File: src/rtl/router_pkg.sv
// router_pkg: byte width and header field layout shared by the router FSM, FIFO and register block
package router_pkg;
    localparam int            DW           = 8;
    localparam int            LEN_MSB      = 7;
    localparam int            LEN_LSB      = 2;
    localparam int            ADDR_MSB     = 1;
    localparam int            ADDR_LSB     = 0;
    localparam logic [1:0]    ADDR_INVALID = 2'b11;
endpackage

File: src/rtl/router_reg.sv
// router_reg: header latch, byte forwarding to the FIFO, full-hold byte and running XOR parity check
module router_reg
    import router_pkg::*;
#(
    parameter int DW = router_pkg::DW
) (
    input  logic          clock,
    input  logic          resetn,
    input  logic          pkt_valid,
    input  logic          fifo_full,
    input  logic          rst_int_reg,
    input  logic          detect_add,
    input  logic          ld_state,
    input  logic          laf_state,
    input  logic          full_state,
    input  logic          lfd_state,
    input  logic [DW-1:0] data_in,
    output logic          parity_done,
    output logic          err,
    output logic          low_pkt_valid,
    output logic [DW-1:0] dout
);
    logic [DW-1:0] hdr_q, hdr_d, ffull_q, ffull_d, int_par_q, int_par_d, pkt_par_q, pkt_par_d, dout_q, dout_d;
    logic          pd_q, pd_d, err_q, err_d, lpv_q, lpv_d;
    logic          hdr_ok, ld_go;

    assign hdr_ok = detect_add && pkt_valid && (data_in[ADDR_MSB:ADDR_LSB] != ADDR_INVALID);
    assign ld_go  = ld_state && !fifo_full;

    // next-state for every register; detect_add clears the per-packet parity state first
    always_comb begin
        hdr_d     = hdr_ok ? data_in : hdr_q;
        dout_d    = lfd_state ? hdr_q : ld_go ? data_in : laf_state ? ffull_q : dout_q;
        ffull_d   = (ld_state && fifo_full) ? data_in : ffull_q;
        lpv_d     = rst_int_reg ? 1'b0 : (ld_state && !pkt_valid) ? 1'b1 : lpv_q;
        pd_d      = detect_add ? 1'b0 :
                    ((ld_go && !pkt_valid) || (laf_state && lpv_q && !pd_q)) ? 1'b1 : pd_q;
        int_par_d = detect_add ? '0 :
                    (lfd_state && pkt_valid) ? (int_par_q ^ hdr_q) :
                    (ld_state && pkt_valid && !full_state) ? (int_par_q ^ data_in) : int_par_q;
        pkt_par_d = detect_add ? '0 : (ld_state && !pkt_valid) ? data_in : pkt_par_q;
        err_d     = detect_add ? 1'b0 : pd_q ? (int_par_q != pkt_par_q) : err_q;
    end

    // state registers, cleared asynchronously so a mid-packet reset takes effect at once
    always_ff @(posedge clock or negedge resetn) begin
        if (!resetn) begin
            hdr_q     <= '0;
            dout_q    <= '0;
            ffull_q   <= '0;
            lpv_q     <= 1'b0;
            pd_q      <= 1'b0;
            int_par_q <= '0;
            pkt_par_q <= '0;
            err_q     <= 1'b0;
        end else begin
            hdr_q     <= hdr_d;
            dout_q    <= dout_d;
            ffull_q   <= ffull_d;
            lpv_q     <= lpv_d;
            pd_q      <= pd_d;
            int_par_q <= int_par_d;
            pkt_par_q <= pkt_par_d;
            err_q     <= err_d;
        end
    end

    assign dout          = dout_q;
    assign parity_done   = pd_q;
    assign err           = err_q;
    assign low_pkt_valid = lpv_q;
endmodule

File: config.mk
export PLATFORM = sky130hd
export DESIGN_NAME = router_reg
export DESIGN_NICKNAME = d
export VERILOG_FILES = /design/src/rtl/router_pkg.sv /design/src/rtl/router_reg.sv
export SDC_FILE = /design/constraint.sdc
export NUM_CORES = 1
export LEC_CHECK = 0
export CORE_AREA = 2 2 70 72
export DETAILED_ROUTE_END_ITERATION = 12
export DIE_AREA = 0 0 72 74
export PLACE_DENSITY = 0.76
export SLEW_MARGIN = 15
export SYNTH_ARGS = -nofsm -noshare
export SYNTH_HDL_FRONTEND = slang
export SYNTH_SLANG_ARGS = --single-unit
File: constraint.sdc
create_clock -name clock -period 1.4 [get_ports clock]
set_input_delay 0.28 -clock clock [delete_from_list [all_inputs] [get_ports clock]]
set_output_delay 0.28 -clock clock [all_outputs]
set_load 0.02 [all_outputs]
# After elaboration in Yosys (flattened, before gate mapping)
# Cells that the tools add are included.
# word_totals
wordCells	48
in_bits	18
reg_bits	43
output_inout_bits	11
# op_classes
bitwise	2
eq_ne	2
reduce_logical	22
muxes	14
# op_table
operator	n
$mux W8	8
$xor A8 B8 Y8	2
$logic_and A1 B1 Y1	11
$ne A8 B8 Y1	1
$reduce_bool A2 Y1	4
$mux W1	6
$reduce_bool A3 Y1	2
$logic_not A1 Y1	4
$ne A2 B2 Y1 const B	1
$logic_or A1 B1 Y1	1

# Depth between registers and ports, before layout
# logic_depth
depth_word	6
depth_mapped	5
mapped_depth_nobuf	4

# Worst setup path after synthesis
# Ideal clock, no wire load.
# synth_path
kind	input to register
start	input lfd_state
end	register int_par_q[5]
setup_slack_ps	141
t_arrival_ps	1181
path_stages	5
required_ps	1322
path_buffers	2
setup_time_ps	78
path_cell_list	buf_2 -> o21ai_2 -> buf_6 -> or3_1 -> a21oi_1
# synth_via
elab_chain_len	3
word_cells_on_any_way	4
classes_between	mux (2); reduce/logical (2)
# synth_rtl
element	line	source
start: declaration	router_reg.sv:16	input logic lfd_state,
$logic_and A1 B1 Y1 (*)	router_reg.sv:39	(lfd_state && pkt_valid) ? (int_par_q ^ hdr_q) :
$mux W8	router_reg.sv:39	
$mux W8	router_reg.sv:38	int_par_d = detect_add ? '0 :
end signal: assignment	router_reg.sv:62	int_par_q <= int_par_d;
end: declaration	router_reg.sv:23	logic [DW-1:0] hdr_q, hdr_d, ffull_q, ffull_d, int_par_q, int_par_d, pkt_par_q, pkt_par_d, dout_q, dout_d;
# Every way passes the cells marked *; elsewhere a longest branch is shown, timed or not.
# A chain may end at the register's enable or synchronous reset.

# Final worst setup path
# layout_path
start	input lfd_state
end	register dout_q[1] (netlist: dout[1])
# layout_via
elab_chain_len	1
word_cells_on_any_way	2
classes_between	mux (1); reduce/logical (1)
# layout_rtl
element	line	source
$reduce_bool A3 Y1 (no line) or $mux W8 (tied branches)	--	
end signal: assignment	router_reg.sv:58	dout_q <= dout_d;
end: declaration	router_reg.sv:23	
# Parallel ways exist; a longest one is shown, timed or not.

==> summary.md <==
| Metric | Value |
|---|---|
| Top Ports | 29 |
| Reg clk slew, reported paths | 0.08 ns |
| R2R cell count | 4 |
| Congestion Overflow GR | 0 |
| DR pass1 iterations | 4 |
| Delay-heaviest family, CP | buffers and inverters |
| DRC violations left | 0 |
| I/O Buffers | 28 |
| Post-synthesis sequential area ratio | 0.538 |
| Routed WL | 4.83 mm |
| DR WL/cell | 16.3 um |
| Antenna diode count | 0 |
| Most frequent CP cell | buf_4 |
| Hpwl dp | 3.42 mm |
| Mapped cell area | 2000 um^2 |
| Worst-path cell chain | clkdlybuf4s15_1 -> buf_4 -> nor3_2 -> buf_4 -> a221o_1 |
| Initial Util | 0.435 |
| Clk_skew | 0.00707 ns |
| Dpl cell area | 2490 um^2 |
| Area growth syn-to-layout | 34.0% |
| Async SR Flop Fraction | 1.00 |
| Top_reg_cell synth | dfrtp_1 |
| Final Critical Period | 1.38 ns |
| Worst setup SP type | primary input |
| CP Capture Type | flip-flop |
| Non-Filler Cell Area, Final | 2680 um^2 |
| Tcrit/Tclk final | 0.985 |
| CP Max Fanout | 11 |
| Final nets | 259 |
| Number of synthesized flops with an enable pin | 0 |
| Fin. Hold Viols | 0 |
| Overall routing resource usage | 0.196 |
| Fmax | 0.725 GHz |
| Total power | 3100 uW |
| Yosys warning total | 0 |
| Leakage | 0.00124 uW |
| Type of the worst setup path | in2reg |
| Die area | 5330 um^2 |
| Worst path arrival time | 1.55 ns |
| Top cells by area, synth | dfrtp_1, mux2_2, a21oi_1, nand2_1, a221o_1 |
| Clk sinks | 43 |
| Top cells by count, synth | dfrtp_1, nand2_1, a21oi_1 |
| CTS root buf | clkbuf_8 |
| Detail Route Antenna Nets | 0 |
| Vias | 1,629 |
| Final Max Tran Viols | 0 |
| Max Buffers Root-to-Sink | 2 |
| Core footprint | 4600 um^2 |
| H-tree depth | 2 |
| Syn nets | 207 |
| CTS tree | done |
| Layout Utilization | 0.583 |
| Reg2reg setup slack | 0.20 ns |
| Total CTS buffers | 5 |
| Largest net degree at the start of global routing | 27 |
| DR vias/cell | 5.50 |
| Placed instance count | 285 |
| Die Width | 72 um |
| Share of cells above drive strength 1 | 0.244 |
| Synth Register Bits | 43 |
| CP max stage cell | clkdlybuf4s15_1 |
| R2R Path Start | int_par_q[1] |
| Power per Cell Area | 1160 nW/um^2 |
| Initial DRC count | 94 |
| Post-synth cell types | 28 |
| Global-route wire length before repair | 7.96 mm |
| Critical Path Max Stage Delay | 0.45 ns |
| Avg Cell Area, Syn | 10.6 um^2 |
| Hold Crit Class | in2async |
| Count leader, synth | dfrtp_1 |
| Status | finished, final reports clean |
| Rows | 25 |
| Worst Path Required | 1.57 ns |
| Die Y | 74 um |
| Slew of the pin with the lowest slew margin | 0.459 ns |
| CP Launch Point | lfd_state |
| Vias in the first global route | 1,672 |
| RR Endpoint | err |
| Max rail drop VDD | 0.706 mV |
| Initial antenna violation count | 0 |
| Top cell type by total area after synthesis | dfrtp_1 |
| Max Cap Violations | 0 |
| Final Non-Filler Cells | 296 |
| Gate Count Post-Synth | 189 |
| Final hold slack | 0.465 ns |
| Worst-Skew Late Latency | 0.30 ns |
| Final setup viols | 0 |
| Final Wtd Congestion | 0.810 |
| Buf/Inv on CP | 3 |
| Worst rel slew slack | 0.694 |
| Top-area cell type share of the netlist area | 0.538 |
## cell families (layout without fill, tap and decap cells)
logic type | after synthesis | in the layout | synth area share
and+or+nand+nor | 62 | 62 | 0.148
AOI/OAI and AO/OA | 44 | 45 | 0.136
DFF | 43 | 43 | 0.538
muxes | 22 | 22 | 0.119
buffers and inverters | 10 | 62 | 0.0244
xor gates and xnor gates | 8 | 8 | 0.0350
## layout by cell type (no fill, tap or decap), types with 2 or more instances in the layout
master,synthesis,layout
dfrtp_1,43,43
nand2_1,26,26
buf_4,0,23
a21oi_1,24,21
mux2_2,13,13
dlygate4sd2_1,0,12
nor2_1,11,11
clkdlybuf4s50_1,0,11
nand3_1,8,8
a221o_1,8,8
mux2i_1,8,8
o21ai_0,7,7
or3_1,8,6
clkbuf_8,0,6
xnor2_1,5,5
a21oi_2,0,3
xor2_1,3,3
dlymetal6s2s_1,0,3
o21ai_4,0,2
or3_4,0,2
## state kept, by name (all words and copies together) (netlist names)
signal,flops
hdr_q,8
parity_done,1
err,1
dout,8
ffull_q,8
int_par_q,8
low_pkt_valid,1
pkt_par_q,8
## how the worst max path moves through the flow
stage | depth (start not counted) | slack (ns) | end
6_report | 5 | 0.02 | dout[1]
5_1_grt | 5 | -0.02 | int_par_q[3]
4_1_cts | 5 | 0.001 | int_par_q[7]
3_5_place_dp | 5 | -0.44 | dout[7]
3_3_place_gp | 5 | -0.42 | dout[6]
2_1_floorplan | 5 | 0.14 | int_par_q[5]
## per-stage QoR
stage	setup TNS [ns]	worst slack (ns)
2_1_floorplan	0	0.141
3_3_place_gp	-10.10	-0.424
3_5_place_dp	-10.99	-0.438
4_1_cts	0	0.00125
5_1_grt	-0.0597	-0.0185
6_report	0	0.0205
## cell type report
| type | count | area (um^2) |
|---|---|---|
| flip-flops and latches | 43 | 1080 |
| multi-input cells | 137 | 937 |
| well taps | 54 | 67.6 |
| repair buffers | 54 | 482 |
| fillers | 394 | 1920 |
| clock buffers | 6 | 82.6 |
| clock inverters | 2 | 35.0 |
## report_power, final
| part | switching (uW) | internal [uW] |
|---|---|---|
| Sequential | 100 | 1390 |
| Clock | 417 | 577 |
| Combinational | 309 | 309 |
## what timing repair did
item	in CTS	in global routing
gates resized for setup	17	13
endpoints found under the hold margin	17	0
setup endpoints to repair	28	16
setup buffers	0	1
hold buffers	1	0
cloned	0	1
pin swaps	0	4
## per-layer routing
metal | wire length [um] | track usage | up-vias | part of all wire
met4 | 13 | 0.0524 | 0 | 0.0027
met5 | 0 | 0 | - | 0
met3 | 209 | 0.0488 | 2 | 0.043
li1 | - | - | 778 | -
met2 | 2510 | 0.324 | 41 | 0.52
met1 | 2090 | 0.261 | 808 | 0.43
## worst register-to-register path: stages, from the launching register on
cell      delay [ns]
dfrtp_1         0.42
xnor2_1         0.18
nand4_1         0.13
nor4_1          0.21
a311oi_1        0.13
Note: power is estimated with default switching activity, not from simulation.
